===== src/rtl/mem_arbiter.sv =====
// Single-ported memory arbiter between instruction fetch and data access.
// One outstanding transaction; data has priority, fetch starvation is bounded.
module mem_arbiter #(
    parameter int AWIDTH     = 32,
    parameter int DWIDTH     = 32,
    parameter int MAX_STARVE = 4
) (
    input  logic                clk,
    input  logic                rst_n,

    input  logic                f_req_i,
    input  logic [AWIDTH-1:0]   f_addr_i,
    output logic                f_gnt_o,
    output logic                f_rvalid_o,
    output logic [DWIDTH-1:0]   f_rdata_o,

    input  logic                d_req_i,
    input  logic                d_we_i,
    input  logic [AWIDTH-1:0]   d_addr_i,
    input  logic [DWIDTH-1:0]   d_wdata_i,
    input  logic [DWIDTH/8-1:0] d_be_i,
    output logic                d_gnt_o,
    output logic                d_rvalid_o,
    output logic [DWIDTH-1:0]   d_rdata_o,

    output logic                mem_req_o,
    output logic                mem_we_o,
    output logic [AWIDTH-1:0]   mem_addr_o,
    output logic [DWIDTH-1:0]   mem_wdata_o,
    output logic [DWIDTH/8-1:0] mem_be_o,
    input  logic                mem_ready_i,
    input  logic                mem_rvalid_i,
    input  logic [DWIDTH-1:0]   mem_rdata_i,

    output logic                busy_o,
    output logic                err_o
);

    // state  | meaning
    // IDLE   | no transaction; arbitrate and capture winner's payload
    // ISSUE  | mem_req_o high until the memory accepts it
    // WAIT   | accepted, waiting for the one-cycle memory response

    localparam int BWIDTH = DWIDTH / 8;
    localparam int SWIDTH = (MAX_STARVE < 2) ? 1 : $clog2(MAX_STARVE + 1);
    localparam logic [SWIDTH-1:0] STARVE_MAX = SWIDTH'(MAX_STARVE);

    typedef enum logic [1:0] {
        ST_IDLE  = 2'd0,
        ST_ISSUE = 2'd1,
        ST_WAIT  = 2'd2
    } state_t;

    state_t              state_q;
    state_t              state_d;

    logic                owner_data_q;
    logic [SWIDTH-1:0]   starve_q;
    logic [SWIDTH-1:0]   starve_d;

    logic                capture;
    logic                fetch_win;
    logic                resp_take;
    logic                err_set;

    logic                f_gnt_q;
    logic                d_gnt_q;
    logic                f_rvalid_q;
    logic                d_rvalid_q;
    logic [DWIDTH-1:0]   f_rdata_q;
    logic [DWIDTH-1:0]   d_rdata_q;

    logic                mem_we_q;
    logic [AWIDTH-1:0]   mem_addr_q;
    logic [DWIDTH-1:0]   mem_wdata_q;
    logic [BWIDTH-1:0]   mem_be_q;
    logic                err_q;

    always_ff @(posedge clk or negedge rst_n) begin
        if (!rst_n) begin
            state_q <= ST_IDLE;
        end else begin
            state_q <= state_d;
        end
    end

    always_comb begin
        state_d   = state_q;
        starve_d  = starve_q;
        capture   = 1'b0;
        fetch_win = 1'b0;
        resp_take = 1'b0;
        err_set   = 1'b0;

        case (state_q)
            ST_IDLE: begin
                if (f_req_i || d_req_i) begin
                    capture   = 1'b1;
                    fetch_win = f_req_i && (!d_req_i || (starve_q == STARVE_MAX));
                    // Starvation only accrues while fetch is actually waiting.
                    if (fetch_win || !f_req_i) begin
                        starve_d = '0;
                    end else if (starve_q != STARVE_MAX) begin
                        starve_d = starve_q + SWIDTH'(1);
                    end
                    state_d = ST_ISSUE;
                end
            end

            ST_ISSUE: begin
                if (mem_rvalid_i) begin
                    err_set = 1'b1;
                end
                if (mem_ready_i) begin
                    state_d = ST_WAIT;
                end
            end

            ST_WAIT: begin
                if (mem_rvalid_i) begin
                    resp_take = 1'b1;
                    state_d   = ST_IDLE;
                end
            end

            default: begin
                state_d = ST_IDLE;
            end
        endcase
    end

    always_ff @(posedge clk or negedge rst_n) begin
        if (!rst_n) begin
            starve_q     <= '0;
            owner_data_q <= 1'b0;
        end else if (capture) begin
            starve_q     <= starve_d;
            owner_data_q <= !fetch_win;
        end
    end

    // Request payload is frozen at capture so requesters may move on after gnt.
    always_ff @(posedge clk or negedge rst_n) begin
        if (!rst_n) begin
            mem_we_q    <= 1'b0;
            mem_addr_q  <= '0;
            mem_wdata_q <= '0;
            mem_be_q    <= '0;
        end else if (capture) begin
            if (fetch_win) begin
                mem_we_q    <= 1'b0;
                mem_addr_q  <= f_addr_i;
                mem_wdata_q <= '0;
                mem_be_q    <= {BWIDTH{1'b1}};
            end else begin
                mem_we_q    <= d_we_i;
                mem_addr_q  <= d_addr_i;
                mem_wdata_q <= d_wdata_i;
                mem_be_q    <= d_be_i;
            end
        end
    end

    always_ff @(posedge clk or negedge rst_n) begin
        if (!rst_n) begin
            f_gnt_q <= 1'b0;
            d_gnt_q <= 1'b0;
        end else begin
            f_gnt_q <= capture && fetch_win;
            d_gnt_q <= capture && !fetch_win;
        end
    end

    always_ff @(posedge clk or negedge rst_n) begin
        if (!rst_n) begin
            f_rvalid_q <= 1'b0;
            d_rvalid_q <= 1'b0;
            f_rdata_q  <= '0;
            d_rdata_q  <= '0;
        end else begin
            f_rvalid_q <= resp_take && !owner_data_q;
            d_rvalid_q <= resp_take && owner_data_q;
            if (resp_take && !owner_data_q) begin
                f_rdata_q <= mem_rdata_i;
            end
            if (resp_take && owner_data_q) begin
                d_rdata_q <= mem_rdata_i;
            end
        end
    end

    always_ff @(posedge clk or negedge rst_n) begin
        if (!rst_n) begin
            err_q <= 1'b0;
        end else if (err_set) begin
            err_q <= 1'b1;
        end
    end

    assign f_gnt_o     = f_gnt_q;
    assign d_gnt_o     = d_gnt_q;
    assign f_rvalid_o  = f_rvalid_q;
    assign d_rvalid_o  = d_rvalid_q;
    assign f_rdata_o   = f_rdata_q;
    assign d_rdata_o   = d_rdata_q;

    assign mem_req_o   = (state_q == ST_ISSUE);
    assign mem_we_o    = mem_we_q;
    assign mem_addr_o  = mem_addr_q;
    assign mem_wdata_o = mem_wdata_q;
    assign mem_be_o    = mem_be_q;

    assign busy_o      = (state_q != ST_IDLE);
    assign err_o       = err_q;

endmodule


===== config.mk =====
export PLATFORM = sky130hd
export DESIGN_NAME = mem_arbiter
export DESIGN_NICKNAME = d
export VERILOG_FILES = /design/src/rtl/mem_arbiter.sv
export SDC_FILE = /design/constraint.sdc
export NUM_CORES = 1
export LEC_CHECK = 0
export ABC_AREA = 1
export BUFFER_PORTS_ARGS = -buffer_cell sky130_fd_sc_hd__buf_4
export CAP_MARGIN = 20
export CORE_MARGIN = 8
export CORE_UTILIZATION = 42
export CTS_CLUSTER_SIZE = 28
export DETAILED_ROUTE_END_ITERATION = 6
export MAX_ROUTING_LAYER = met4
export PLACE_DENSITY = 0.77
export SLEW_MARGIN = 10
export SYNTH_ARGS = -nofsm -noshare
export SYNTH_HDL_FRONTEND = slang
export SYNTH_SLANG_ARGS = --single-unit

===== constraint.sdc =====
create_clock -name clk -period 1.6 [get_ports clk]
set_clock_uncertainty 0.1 [all_clocks]
set_input_delay 0.48 -clock clk [delete_from_list [all_inputs] [get_ports clk]]
set_output_delay 0.48 -clock clk [all_outputs]
set_load 0.01 [all_outputs]

# Yosys cells after proc, flatten, opt, wreduce, memory -nomap -nowiden
# Cells that the tools add are included.
[classes]
reduce_logical = 17
muxes = 17
add_sub_neg = 1
n_eq_ne = 7
[op_table]
columns = ["operator", "n"]
rows = [
  ["$mux 32", 2],
  ["$mux 1", 8],
  ["$mux 2", 3],
  ["$mux 3", 2],
  ["$pmux 2 s3", 1],
  ["$logic_and 1x1->1", 5],
  ["$logic_not 1->1", 4],
  ["$mux 4", 1],
  ["$ne 2x2->1 const B", 2],
  ["$reduce_and 4->1", 1],
  ["$reduce_bool 2->1", 2],
  ["$add 3x1->3 const B", 1],
  ["$eq 3x3->1 const B", 1],
  ["$logic_or 1x1->1", 3],
  ["$ne 3x3->1 const B", 1],
  ["$reduce_and 3->1", 1],
  ["$eq 2x1->1 const B", 1],
  ["$eq 2x2->1 const B", 1],
  ["$logic_not 2->1", 1],
  ["$ne 2x1->1 const B", 1],
]
[word_totals]
inputBits = 139
word_cells = 56
register_bits = 144

# Logic depth before layout (Yosys ltp)
[depth]
word_depth = 7
mapped_depth = 9

# Least setup slack after synthesis
# Ideal clock, no wire load.
[synth_path]
path_type = "flip-flop to flip-flop"
start = "reg starve_q[0]"
end = "reg mem_addr_q[25], in the netlist mem_addr_o[25]"
stages_incl_launch_ff = 9
arrival_time_ps = 1298
n_path_buf = 1
slack_ps = 78
setup_time_ps = 124
cell_sequence = "dfrtp_1 inv_1 ha_1 nand2_1 nand2_1 nand3_1 clkbuf_1 nand3_1 nand3_1"
[synth_between]
elab_chain_cells = 6
[synth_rtl]
columns = ["item", "line_no", "source"]
rows = [
  ["from (decl)", "58", "logic [SWIDTH-1:0] starve_q;"],
  ["from (signal assigned)", "137", "starve_q <= starve_d;"],
  ["$eq 3x3->1", "99", "fetch_win = f_req_i && (!d_req_i || (starve_q == STARVE_MAX));"],
  ["$logic_or 1x1->1", "99", ""],
  ["$logic_and 1x1->1", "99", ""],
  ["$mux 1", "97", "if (f_req_i || d_req_i) begin"],
  ["$mux 1", "95", "case (state_q)"],
  ["$mux 32", "150", "if (fetch_win) begin"],
  ["to (signal assigned)", "152", "mem_addr_q <= f_addr_i;"],
  ["to (signal assigned)", "157", "mem_addr_q <= d_addr_i;"],
  ["to (decl)", "74", "logic [AWIDTH-1:0] mem_addr_q;"],
]
# No other way between the ends.
# A chain may end at the register's enable or synchronous reset.

# Worst setup path after layout
[layout_path]
start = "reg state_q[0]"
end = "out busy_o"
[layout_between]
elab_chain_cells = 1
[layout_rtl]
columns = ["item", "line_no", "source"]
rows = [
  ["from (decl)", "54", "state_t state_q;"],
  ["from (signal assigned)", "83", "state_q <= state_d;"],
  ["$reduce_bool 2->1", "213", "assign busy_o = (state_q != ST_IDLE);"],
  ["to (decl)", "35", "output logic busy_o,"],
]
# No other way between the ends.

==> summary.log <==
[global_route] met2 track utilization from global routing 34.63%
[global_route] aggregate global-route resource usage 22.09%
[clocking] CTS tree yes
[pwr] Reg power frac 34.5%
[placed_design] post-placement worst setup slack -0.005772 ns
[yosys] area share of fa/ha/maj cells after synthesis 0.4287%
[status] violations in the final reports setup timing
[yosys] share of synthesized area spent on multiplexers 0%
[timing] worst-case setup margin in the final layout -0.1663 ns
[final_layout] area occupied by registers 3606 um2
[drt] first-pass iteration count of the detailed router 5
[yosys] area fraction in compound gates after synthesis 6.131%
[drt] DRC violations left 0
[drt] post-route antenna net violation count 0
[global_route] GR peak layer met2
[final_layout] area overhead of the layout relative to synthesis 60.17%
[job] Max Cap Violations 0
[yosys] Seq cells post-synth 144
[clocking] clk slew on worst S/H paths 0.06 ns
[floorplan] initial cell density of the core 42.54%
[yosys] most area-consuming cells after synthesis dfrtp_1 62%, nand2_1 12%, nand3_1 8.8%
[final_layout] post-layout instance count excluding filler cells 1,122
[yosys] async set or reset register ratio after synthesis 100.0%
[global_route] GR Util met1 26.50%
[clocking] number of sinks driven by the clock tree 144
[clocking] later-pin clock latency in the skew report 0.42 ns
[critical_path] critical setup path kind flip-flop to output port
[placed_design] DP HPWL 13,870 um
[clocking] maximum number of buffers from clock root to sink 2
[yosys] share of the yosys chip area belonging to registers 61.74%
[pwr] areal power density over the cells 1984 nW/um2
[yosys] Synth area leader dfrtp_1
[yosys] Netlist cell types 16
[floorplan] width of the die 133.9 um
[timing] count of final max-slew check failures 0
[yosys] fraction of synthesized cell area taken by the top area cell type 61.74%
[timing] Fmax achieved 566.2 MHz
[critical_path] CP max FO 3
[clocking] CTS H-Tree Depth 4
[placed_design] Post-Place Cells 1,069
[placed_design] Port Buffers 278
[drt] Avg Vias per Cell 5.145
[hold_path] class of the tightest hold or removal check input pin to flip-flop
[yosys] top cells by count, synth 184 x nand2_1, 144 x dfrtp_1, 103 x nand3_1
[floorplan] vertical die dimension 133.9 um
[final_layout] Nets 1,070
[pwr] leakage dissipation 4.997 nW
[timing] Relative slew margins 75.41%
[pwr] Clock Power Share 22.4%
[floorplan] Placement Rows 43
[floorplan] DIE AREA 17,930 um2
[global_route] global-route wire length before repair 30,530 um
[yosys] synthesized net count 777
[timing] transition time at the pin with the least slew margin 0.3689 ns
[yosys] Post-Synth XOR/XNOR Area 0.1501%
[yosys] Post-Synthesis Cell Area 5837 um2
[timing] post-route fraction of the period consumed by the critical path 110.4%
[pwr] Switching Power 6.891 mW
[yosys] number of cells produced by synthesis 636
[critical_path] Critical Path Sink Type output port
[pwr] switching share of power 37.15%
[yosys] most numerous cell in the Yosys netlist nand2_1
[yosys] syn_area_per_cell 9.177 um2
[global_route] via count of the first global-routing pass 5,773
[clocking] number of CTS-inserted buffers 17
[status] result of the run finished, violations left
[final_layout] area used by multi-input combinational logic 1991 um2
[critical_path] Data arrival, critical path 1.19 ns
[drt] drt first-iter violations 435
[global_route] pin count of the biggest net entering global routing 76
[timing] number of hold violations in the final report 0
[global_route] met3 track demand over resource in global routing 6.582%
[clocking] clock tree root driver cell clkbuf_16
[final_layout] Post-Layout Inst Area 9349 um2
[yosys] post-synthesis simple-gate area fraction 24.74%
[final_layout] fill cell count 1,063
[final_layout] layout cells sized above 1 42.25%
[placed_design] Placement Cell Area 8208 um2
[global_route] grt total ovfl 0
[timing] Final Setup Violations 61
[floorplan] Core Area 13,720 um2
[drt] total detailed-routing wirelength 21,490 um
[timing] Setup TNS Final -2.117 ns
[placed_design] GP Congestion 0.8368
[yosys] dominant combinational cell family by area after synthesis simple AND/OR/NAND/NOR gates
[yosys] number of warnings issued by yosys 0
[critical_path] CP Launch Type flip-flop
[timing] post-layout minimum cycle time 1.766 ns
[final_layout] share of the core filled with cells 68.14%
[pwr] internal power contribution 11.66 mW
[drt] routed len/inst 19.15 um
[pwr] combinational power share 43.1%
[global_route] number of antenna violations at the first check in global routing 0
[critical_path] data required time at the worst endpoint 1.02 ns
[yosys] commonest register cell after synthesis dfrtp_1
[drt] DR vias 5,773
[floorplan] I/O pin count 279
[yosys] number of flops mapped to enable cells by yosys 0
[final_layout] Inserted Diodes 0
[pwr] Max VDD drop 0.001046 V
[timing] unrepaired setup endpoints after global routing yes
-- area by class of cell --
type,instances,share of cell area [%]
clock inverter,14,1.941
multi-input combinational,398,21.29
clock buffer,18,4.698
tap,180,2.409
timing repair buffer,320,29.16
inverter,48,1.927
sequential,144,38.57
-- path summary, 6_finish.rpt --
check / start / endpoint / slack (ns) / cells past startpoint
hold / removal: mem_ready_i / state_q[0] / 0.14 / 2
setup / recovery: state_q[0] / busy_o / -0.17 / 3
setup reg to reg: state_q[0] / f_rdata_o[27] / -0.07 / 7
max in group asynchronous: rst_n / f_rdata_o[21] / 0.40 / 3
min in group asynchronous: rst_n / f_rdata_o[28] / 0.44 / 2
hold reg to reg: mem_wdata_o[17] / mem_wdata_o[17] / 0.38 / 2
-- per-layer routing --
layer | up-vias | routed length (um)
li1 | 2683 | -
met1 | 2757 | 8224
met5 | - | 0
met4 | 0 | 668
met3 | 43 | 1723
met2 | 290 | 10870
-- timing repair --
item / 4_1_cts / 5_1_grt
hold endpoints to repair: 27 / 0
buffers inserted: 4 / 3
pin swaps: 3 / 5
setup endpoints to repair: 11 / 105
gates cloned: 1 / 13
resized for setup: 8 / 88
hold buffers: 1 / 0
-- sequential cells by signal, indices dropped and copies added, names as in the netlist, 2 cells and up --
| register | count |
|---|---|
| d_rdata_o | 32 |
| state_q | 2 |
| mem_addr_o | 32 |
| mem_wdata_o | 32 |
| starve_q | 3 |
| mem_be_o | 4 |
| f_rdata_o | 32 |
-- cells in the final DEF, fill, tap and decap left out, types with 4 or more instances in the layout --
cell,instances
nand2_1,161
buf_6,11
nand2_2,22
o21ai_2,10
nand4_1,32
nor2_4,4
clkbuf_16,24
buf_4,290
clkinvlp_4,4
nand3_1,100
o21ai_1,32
o21ai_0,25
inv_6,4
buf_12,9
inv_2,4
inv_1,44
dfrtp_1,142
-- worst max-delay path: stages (launching register included) --
cell and delay (ns):
dfrtp_2 0.43, nor2_4 0.14, inv_2 0.07, buf_6 0.12
-- stage by stage --
stage / total power [mW] / hold slack (ns)
global placement: 13.45 / 0.3070
floorplan: 9.645 / 0.08441
detailed placement: 13.69 / 0.3047
global route: 19.71 / 0.1350
finish: 18.55 / 0.1433
CTS: 18.05 / 0.1314
-- power by group through the flow --
stage,registers [mW],logic (mW),clock network [mW]
final,6.40,8.00,4.15
after global routing,6.57,8.77,4.37
after CTS,6.30,7.54,4.21
after detailed placement,6.30,7.39,0
after global placement,6.26,7.19,0
after floorplan,6.95,2.70,0
-- cells by family after synthesis --
family | count (synthesis)
buffers and inverters | 94
AND/OR/NAND/NOR | 325
adder cells (fa/ha/maj) | 2
XOR/XNOR | 1
AO/OA/AOI/OAI | 70
flip-flops | 144
Power figures use the tool's default switching activity.
